==> src/rtl/quiz_round_ctrl.sv <==
// Round sequencer for the four-player quiz responder: arms the select stage,
// runs grab/answer countdowns, judges answers into saturating per-player scores.
// Optional build macro QUIZ_PENALTY_EN: wrong answers and answer timeouts cost a point.
//
// state   | meaning
// --------+-----------------------------------------------------------
// IDLE    | waiting for Host_Start, select stage frozen, Host_Clear live
// CLEAR   | one-cycle active-low clear of the select stage
// ARMED   | grab window running, presses allowed
// ANSWER  | winner latched, answer window running, host judges
// TIMEOUT | one-cycle grab-timeout beep, then back to IDLE
module quiz_round_ctrl #(
  parameter int TICK_DIV   = 50_000_000,
  parameter int GRAB_SEC   = 10,
  parameter int ANSWER_SEC = 15,
  parameter int SCORE_MAX  = 9
) (
  input  logic        CLK,
  input  logic        RSTn,
  input  logic        Host_Start,
  input  logic        Host_Right,
  input  logic        Host_Wrong,
  input  logic        Host_Clear,
  input  logic        Win_Valid,
  input  logic [3:0]  Win_Player,
  output logic        Sel_RSTn,
  output logic        Sel_Start,
  output logic        TimeOver_Block,
  output logic [2:0]  Round_State,
  output logic [3:0]  Countdown,
  output logic [3:0]  Cur_Player,
  output logic [15:0] Scores,
  output logic        Timeout_Beep,
  output logic        Round_Done
);

  localparam int TW = (TICK_DIV > 2) ? $clog2(TICK_DIV) : 1;
  localparam logic [TW-1:0] TICK_LAST = TW'(TICK_DIV - 1);
  localparam logic [3:0] GRAB_LOAD   = 4'(GRAB_SEC);
  localparam logic [3:0] ANSWER_LOAD = 4'(ANSWER_SEC);
  localparam logic [3:0] SCORE_TOP   = 4'(SCORE_MAX);

`ifdef QUIZ_PENALTY_EN
  localparam bit PENALTY = 1'b1;
`else
  localparam bit PENALTY = 1'b0;
`endif

  typedef enum logic [2:0] {
    S_IDLE    = 3'd0,
    S_CLEAR   = 3'd1,
    S_ARMED   = 3'd2,
    S_ANSWER  = 3'd3,
    S_TIMEOUT = 3'd4
  } state_t;

  state_t        state;
  logic [TW-1:0] tick_cnt;
  logic          tick;
  logic          win_ok;

  assign tick        = (tick_cnt == TICK_LAST);
  assign win_ok      = Win_Valid && (Win_Player != 4'd0) && (Win_Player <= 4'd4);
  assign Round_State = state;

  // Step one player's score up (saturating at SCORE_MAX) or down (saturating at 0).
  function automatic logic [15:0] score_step(input logic [15:0] s,
                                             input logic [3:0]  p,
                                             input logic        up);
    logic [15:0] r;
    logic [3:0]  v;
    r = s;
    for (int i = 0; i < 4; i++) begin
      if (p == 4'(i + 1)) begin
        v = s[i*4 +: 4];
        if (up) begin
          if (v < SCORE_TOP) v = v + 4'd1;
        end else begin
          if (v != 4'd0) v = v - 4'd1;
        end
        r[i*4 +: 4] = v;
      end
    end
    return r;
  endfunction

  always_ff @(posedge CLK or negedge RSTn) begin
    if (!RSTn) begin
      state          <= S_IDLE;
      tick_cnt       <= '0;
      Sel_RSTn       <= 1'b0;
      Sel_Start      <= 1'b1;
      TimeOver_Block <= 1'b1;
      Countdown      <= 4'd0;
      Cur_Player     <= 4'd0;
      Scores         <= 16'd0;
      Timeout_Beep   <= 1'b0;
      Round_Done     <= 1'b0;
    end else begin
      Sel_RSTn     <= 1'b1;
      Timeout_Beep <= 1'b0;
      Round_Done   <= 1'b0;
      tick_cnt     <= tick ? '0 : tick_cnt + TW'(1);

      case (state)
        S_IDLE: begin
          Sel_Start      <= 1'b1;
          TimeOver_Block <= 1'b1;
          if (Host_Clear) Scores <= 16'd0;
          if (Host_Start) begin
            state      <= S_CLEAR;
            tick_cnt   <= '0;
            Sel_RSTn   <= 1'b0;
            Cur_Player <= 4'd0;
          end
        end

        S_CLEAR: begin
          state          <= S_ARMED;
          tick_cnt       <= '0;
          Sel_Start      <= 1'b0;
          TimeOver_Block <= 1'b0;
          Countdown      <= GRAB_LOAD;
        end

        S_ARMED: begin
          // A valid press wins over grab expiry on the same edge.
          if (win_ok) begin
            state          <= S_ANSWER;
            tick_cnt       <= '0;
            Cur_Player     <= Win_Player;
            Countdown      <= ANSWER_LOAD;
            TimeOver_Block <= 1'b1;
          end else if (tick) begin
            if (Countdown > 4'd1) begin
              Countdown <= Countdown - 4'd1;
            end else begin
              Countdown      <= 4'd0;
              state          <= S_TIMEOUT;
              tick_cnt       <= '0;
              Timeout_Beep   <= 1'b1;
              TimeOver_Block <= 1'b1;
              Sel_Start      <= 1'b1;
            end
          end
        end

        S_ANSWER: begin
          if (Host_Right && !Host_Wrong) begin
            Scores         <= score_step(Scores, Cur_Player, 1'b1);
            state          <= S_IDLE;
            tick_cnt       <= '0;
            Round_Done     <= 1'b1;
            Sel_Start      <= 1'b1;
          end else if (Host_Wrong && !Host_Right) begin
            if (PENALTY) Scores <= score_step(Scores, Cur_Player, 1'b0);
            state          <= S_IDLE;
            tick_cnt       <= '0;
            Round_Done     <= 1'b1;
            Sel_Start      <= 1'b1;
          end else if (tick) begin
            if (Countdown > 4'd1) begin
              Countdown <= Countdown - 4'd1;
            end else begin
              Countdown    <= 4'd0;
              if (PENALTY) Scores <= score_step(Scores, Cur_Player, 1'b0);
              Timeout_Beep <= 1'b1;
              state        <= S_IDLE;
              tick_cnt     <= '0;
              Round_Done   <= 1'b1;
              Sel_Start    <= 1'b1;
            end
          end
        end

        S_TIMEOUT: begin
          state          <= S_IDLE;
          tick_cnt       <= '0;
          Round_Done     <= 1'b1;
          Sel_Start      <= 1'b1;
          TimeOver_Block <= 1'b1;
        end

        default: begin
          state    <= S_IDLE;
          tick_cnt <= '0;
        end
      endcase
    end
  end

endmodule

==> config.mk <==
export PLATFORM = sky130hd
export DESIGN_NAME = quiz_round_ctrl
export DESIGN_NICKNAME = d
export VERILOG_FILES = /design/src/rtl/quiz_round_ctrl.sv
export SDC_FILE = /design/constraint.sdc
export NUM_CORES = 1
export LEC_CHECK = 0
export CELL_PAD_IN_SITES_DETAIL_PLACEMENT = 0
export CELL_PAD_IN_SITES_GLOBAL_PLACEMENT = 1
export CORE_MARGIN = 1.5
export CORE_UTILIZATION = 37
export DETAILED_ROUTE_END_ITERATION = 8
export GPL_ROUTABILITY_DRIVEN = 0
export PLACE_DENSITY = 0.75
export SYNTH_ARGS = -nofsm -noshare
export SYNTH_HDL_FRONTEND = slang
export SYNTH_SLANG_ARGS = --single-unit
==> constraint.sdc <==
create_clock -name CLK -period 1.75 [get_ports CLK]
set_input_delay 0.175 -clock CLK [delete_from_list [all_inputs] [get_ports CLK]]
set_output_delay 0.175 -clock CLK [all_outputs]
set_load 0.01 [all_outputs]
==> results.sh <==
export IMPL_ioPinCount=43
export IMPL_period_minus_slack_ps=1820
export IMPL_die_w_um=94.7
export IMPL_worstPathMaxFanout=4
export IMPL_seqPwrFrac_pct=36.5
export IMPL_vias=2848
export IMPL_fillers=740
export IMPL_fmax_ghz=0.548
export IMPL_critPathArrivalTime_ps=2110
export IMPL_p_clk_share_pct=30.2
export IMPL_power_density_mw_per_mm2=1010
export IMPL_pwr_share_comb_pct=33.3
export IMPL_finalSetupTns_ps=-120
export IMPL_syn_inst=322
export IMPL_p_int_w=0.00319
export IMPL_dieArea_mm2=0.00897
export IMPL_areaGrowthSynthToFinish_pct=48.6
export IMPL_slowest_stage="or4_4"
export IMPL_worst_pin_slew_ps=453
export IMPL_status="complete, but fails checks"
export IMPL_wire_per_inst_um=14.9
export IMPL_dpl_worst_slack_ps=-156
export IMPL_fin_area_mm2=0.00462
export IMPL_worst_path_buf_inv=0
export IMPL_critical_path_class="reg2reg"
export IMPL_synthDistinctLibCells=59
export IMPL_ys_warnings_count=0
export IMPL_grt_max_degree=35
export IMPL_cp_start_kind="flop"
export IMPL_ys_async_sr_fraction_pct=100
export IMPL_drive_above_1_share_pct=28.5
export IMPL_ys_seq_area_share_pct=46.7
export IMPL_synth_seq_cells=58
export IMPL_highest_layer="met4"
export IMPL_drc=0
export IMPL_synth_flop_cell="dfrtp_1"
export IMPL_core_area_mm2=0.00818
export IMPL_cap_violations=0
export IMPL_dpl_cell_area_mm2=0.00419
export IMPL_cp_required_ps=2030
export IMPL_setup_viol=2
export IMPL_routed_wl_met3_um=311
export IMPL_grt_pass1_wl_mm=13.1
export IMPL_crit_path_end_kind="flop"
export IMPL_start_util_pct=38.1
export IMPL_path_cells="nor4_2, nand4_2, or4_4, a211o_1, nand3b_1"
export IMPL_rsz0062_at_grt="true"
export IMPL_grt_pass1_vias=2714
export IMPL_cts_root_buf="clkbuf_8"
export IMPL_dieHeight_um=94.7
export IMPL_io_buffers=42
export IMPL_hold_class="in2async"
export IMPL_globalRouteTotalUtil_pct=19.2
export IMPL_seq_area_mm2=0.00146
export IMPL_switching_power_w=0.00146
export IMPL_relSlewSlack_pct=69.8
export IMPL_drt_met1_wl_mm=3.64
export IMPL_antenna_left=0
export IMPL_drt_first_iter_violations=106
export IMPL_dp_final_hpwl_mm=5.73
export IMPL_holdWs_ps=354
export IMPL_fin_nets=469
export IMPL_routed_wl_mm=8.29
export IMPL_hold_viol=0
export IMPL_cts_inserted_buffers=9
export IMPL_cts_tree="done"
export IMPL_syn_avg_cell_area_um2=9.67
export IMPL_cts_clk_slew_worst_paths_ps=70
export IMPL_p_sw_share_pct=31.4
export IMPL_clkLatencyLatePin_ps=340
export IMPL_first_pass_iters=5
export IMPL_crit_family="simple AND/OR/NAND/NOR gates"
export IMPL_route_met2_wl_mm=4.19
export IMPL_antenna_found_initial=0
export IMPL_via_per_inst=5.11
export IMPL_row_count=33
export IMPL_clkSinkCount=58
export IMPL_clock_path_buffers=2
export IMPL_h_tree_depth=3
export IMPL_peakVddDrop_v=0.000433
export IMPL_synthesis_area_mm2=0.00311
export IMPL_num_antenna_cells=0
export IMPL_maxSlewViolCount=0
export IMPL_worst_slack_ps=-73.8
export IMPL_synth_edff_count=0
export IMPL_leakage_nw=2.11
export IMPL_failed_checks="negative setup slack"
export IMPL_max_stage_delay_ps=530
export IMPL_multi_input_area_mm2=0.00165
export IMPL_fin_skew_ps=9.56
export IMPL_period_share_pct=104
export IMPL_synth_fp_nets=344
export IMPL_overflow=0
## metal layers
layer / track usage (%) / up-vias
li1: - / 1391
met1: 24.9 / 1376
met2: 31.6 / 68
met3: 3.38 / 13
met4: 8.21 / 0
met5: 0 / -
## metrics by stage
stage                     std cells  total power, W  utilization (%)
final                           557         0.00465             56.6
after global routing            557         0.00495             56.6
after CTS                       547         0.00457             54.2
after detailed placement        530         0.00314             51.2
after global placement          530         0.00310             51.2
after floorplan                 322         0.00237                -
## Yosys cell counts (all sizes together), types with 2 or more instances
library cell / instances / area (µm²)
and3: 2 / 12.5
a41oi: 4 / 35.0
nand4b: 2 / 17.5
clkbuf: 4 / 15.0
nand4: 10 / 68.8
nand3b: 2 / 15.0
nor4: 3 / 37.5
a21o: 2 / 15.0
o21ai: 20 / 100
nor2b: 2 / 12.5
a21oi: 7 / 46.3
and4: 5 / 43.8
ha: 11 / 138
xor2: 19 / 166
dfstp: 2 / 52.6
buf: 5 / 25.0
nand2: 23 / 86.3
a31oi: 2 / 12.5
inv: 20 / 75.1
o21a: 2 / 15.0
or4b: 2 / 20.0
a211o: 3 / 26.3
and2: 5 / 31.3
nand3: 20 / 105
nor3: 4 / 25.0
or4: 3 / 26.3
xnor2: 8 / 70.1
o31ai: 5 / 37.5
dfrtp: 56 / 1400
nor2: 44 / 165
nand2b: 4 / 25.0
## layout by cell type, fill, tap and decap left out, types with 10 or more instances in the layout
cell type	instances
nand3_1	17
nor2_1	44
clkbuf_8	10
ha_1	10
o21ai_1	14
nand2_1	23
xor2_1	19
clkdlybuf4s50_1	41
inv_1	19
dfrtp_1	55
buf_4	74
## logic make-up after synthesis
| family | after synthesis | share of synthesized area (%) |
|---|---|---|
| and+or+nand+nor | 137 | 24.2 |
| AOI/OAI and AO/OA | 59 | 13.1 |
| DFF | 58 | 46.7 |
| buffers and inverters | 29 | 3.70 |
| xor gates and xnor gates | 27 | 7.60 |
| adders and majority gates | 11 | 4.42 |
| muxes | 1 | 0.362 |
## path summary, 6_finish.rpt
check,startpoint,cells past startpoint,to,slack (ps)
setup / recovery,tick_cnt[10]$_DFF_PN0_,5,TimeOver_Block$_DFFE_PN1P_,-70
hold / removal,RSTn,3,Scores[8]$_DFFE_PN0P_,350
setup reg to reg,tick_cnt[10]$_DFF_PN0_,5,TimeOver_Block$_DFFE_PN1P_,-70
hold reg to reg,TimeOver_Block$_DFFE_PN1P_,2,TimeOver_Block$_DFFE_PN1P_,530
max in group asynchronous,RSTn,3,TimeOver_Block$_DFFE_PN1P_,990
min in group CLK,Win_Player[1],3,Cur_Player[1]$_DFFE_PN0P_,410
## worst register-to-register path: stages (launching register included)
cell and delay [ps]:
dfrtp_1 390, nor4_2 320, nand4_2 130, or4_4 530, a211o_1 320, nand3b_1 90
## area by class of cell
cell class              count  share of cell area, %
clock buffers              11                   3.06
clock inverters             5                   1.68
inverters                  20                   1.62
multi-input cells         235                   35.7
flip-flops and latches     58                   31.5
well taps                 105                   2.84
repair buffers            123                   23.6
## power groups by stage
| stage | Sequential, W | Clock (W) | Combinational (W) |
|---|---|---|---|
| 2_1_floorplan | 0.00180 | 0 | 0.000564 |
| 3_3_place_gp | 0.00171 | 0 | 0.00139 |
| 3_5_place_dp | 0.00172 | 0 | 0.00142 |
| 4_1_cts | 0.00170 | 0.00144 | 0.00144 |
| 5_1_grt | 0.00172 | 0.00150 | 0.00172 |
| 6_report | 0.00170 | 0.00140 | 0.00155 |
## sequential cells by signal, indices dropped and copies added, names as in the netlist
signal,flops
Countdown,4
Scores,16
TimeOver_Block,1
Sel_Start,1
tick_cnt,26
Round_Done,1
Timeout_Beep,1
Sel_RSTn,1
Cur_Player,4
Round_State,3
## what timing repair did
action                                  4_1_cts  5_1_grt
pin swaps                                     1        6
hold buffers                                  1        0
gates resized for setup                       6       15
hold endpoints to repair                     56        0
buffers inserted                              0        7
cloned                                        0        3
endpoints found under the setup margin        5       43
(Power assumes the default switching activity.)
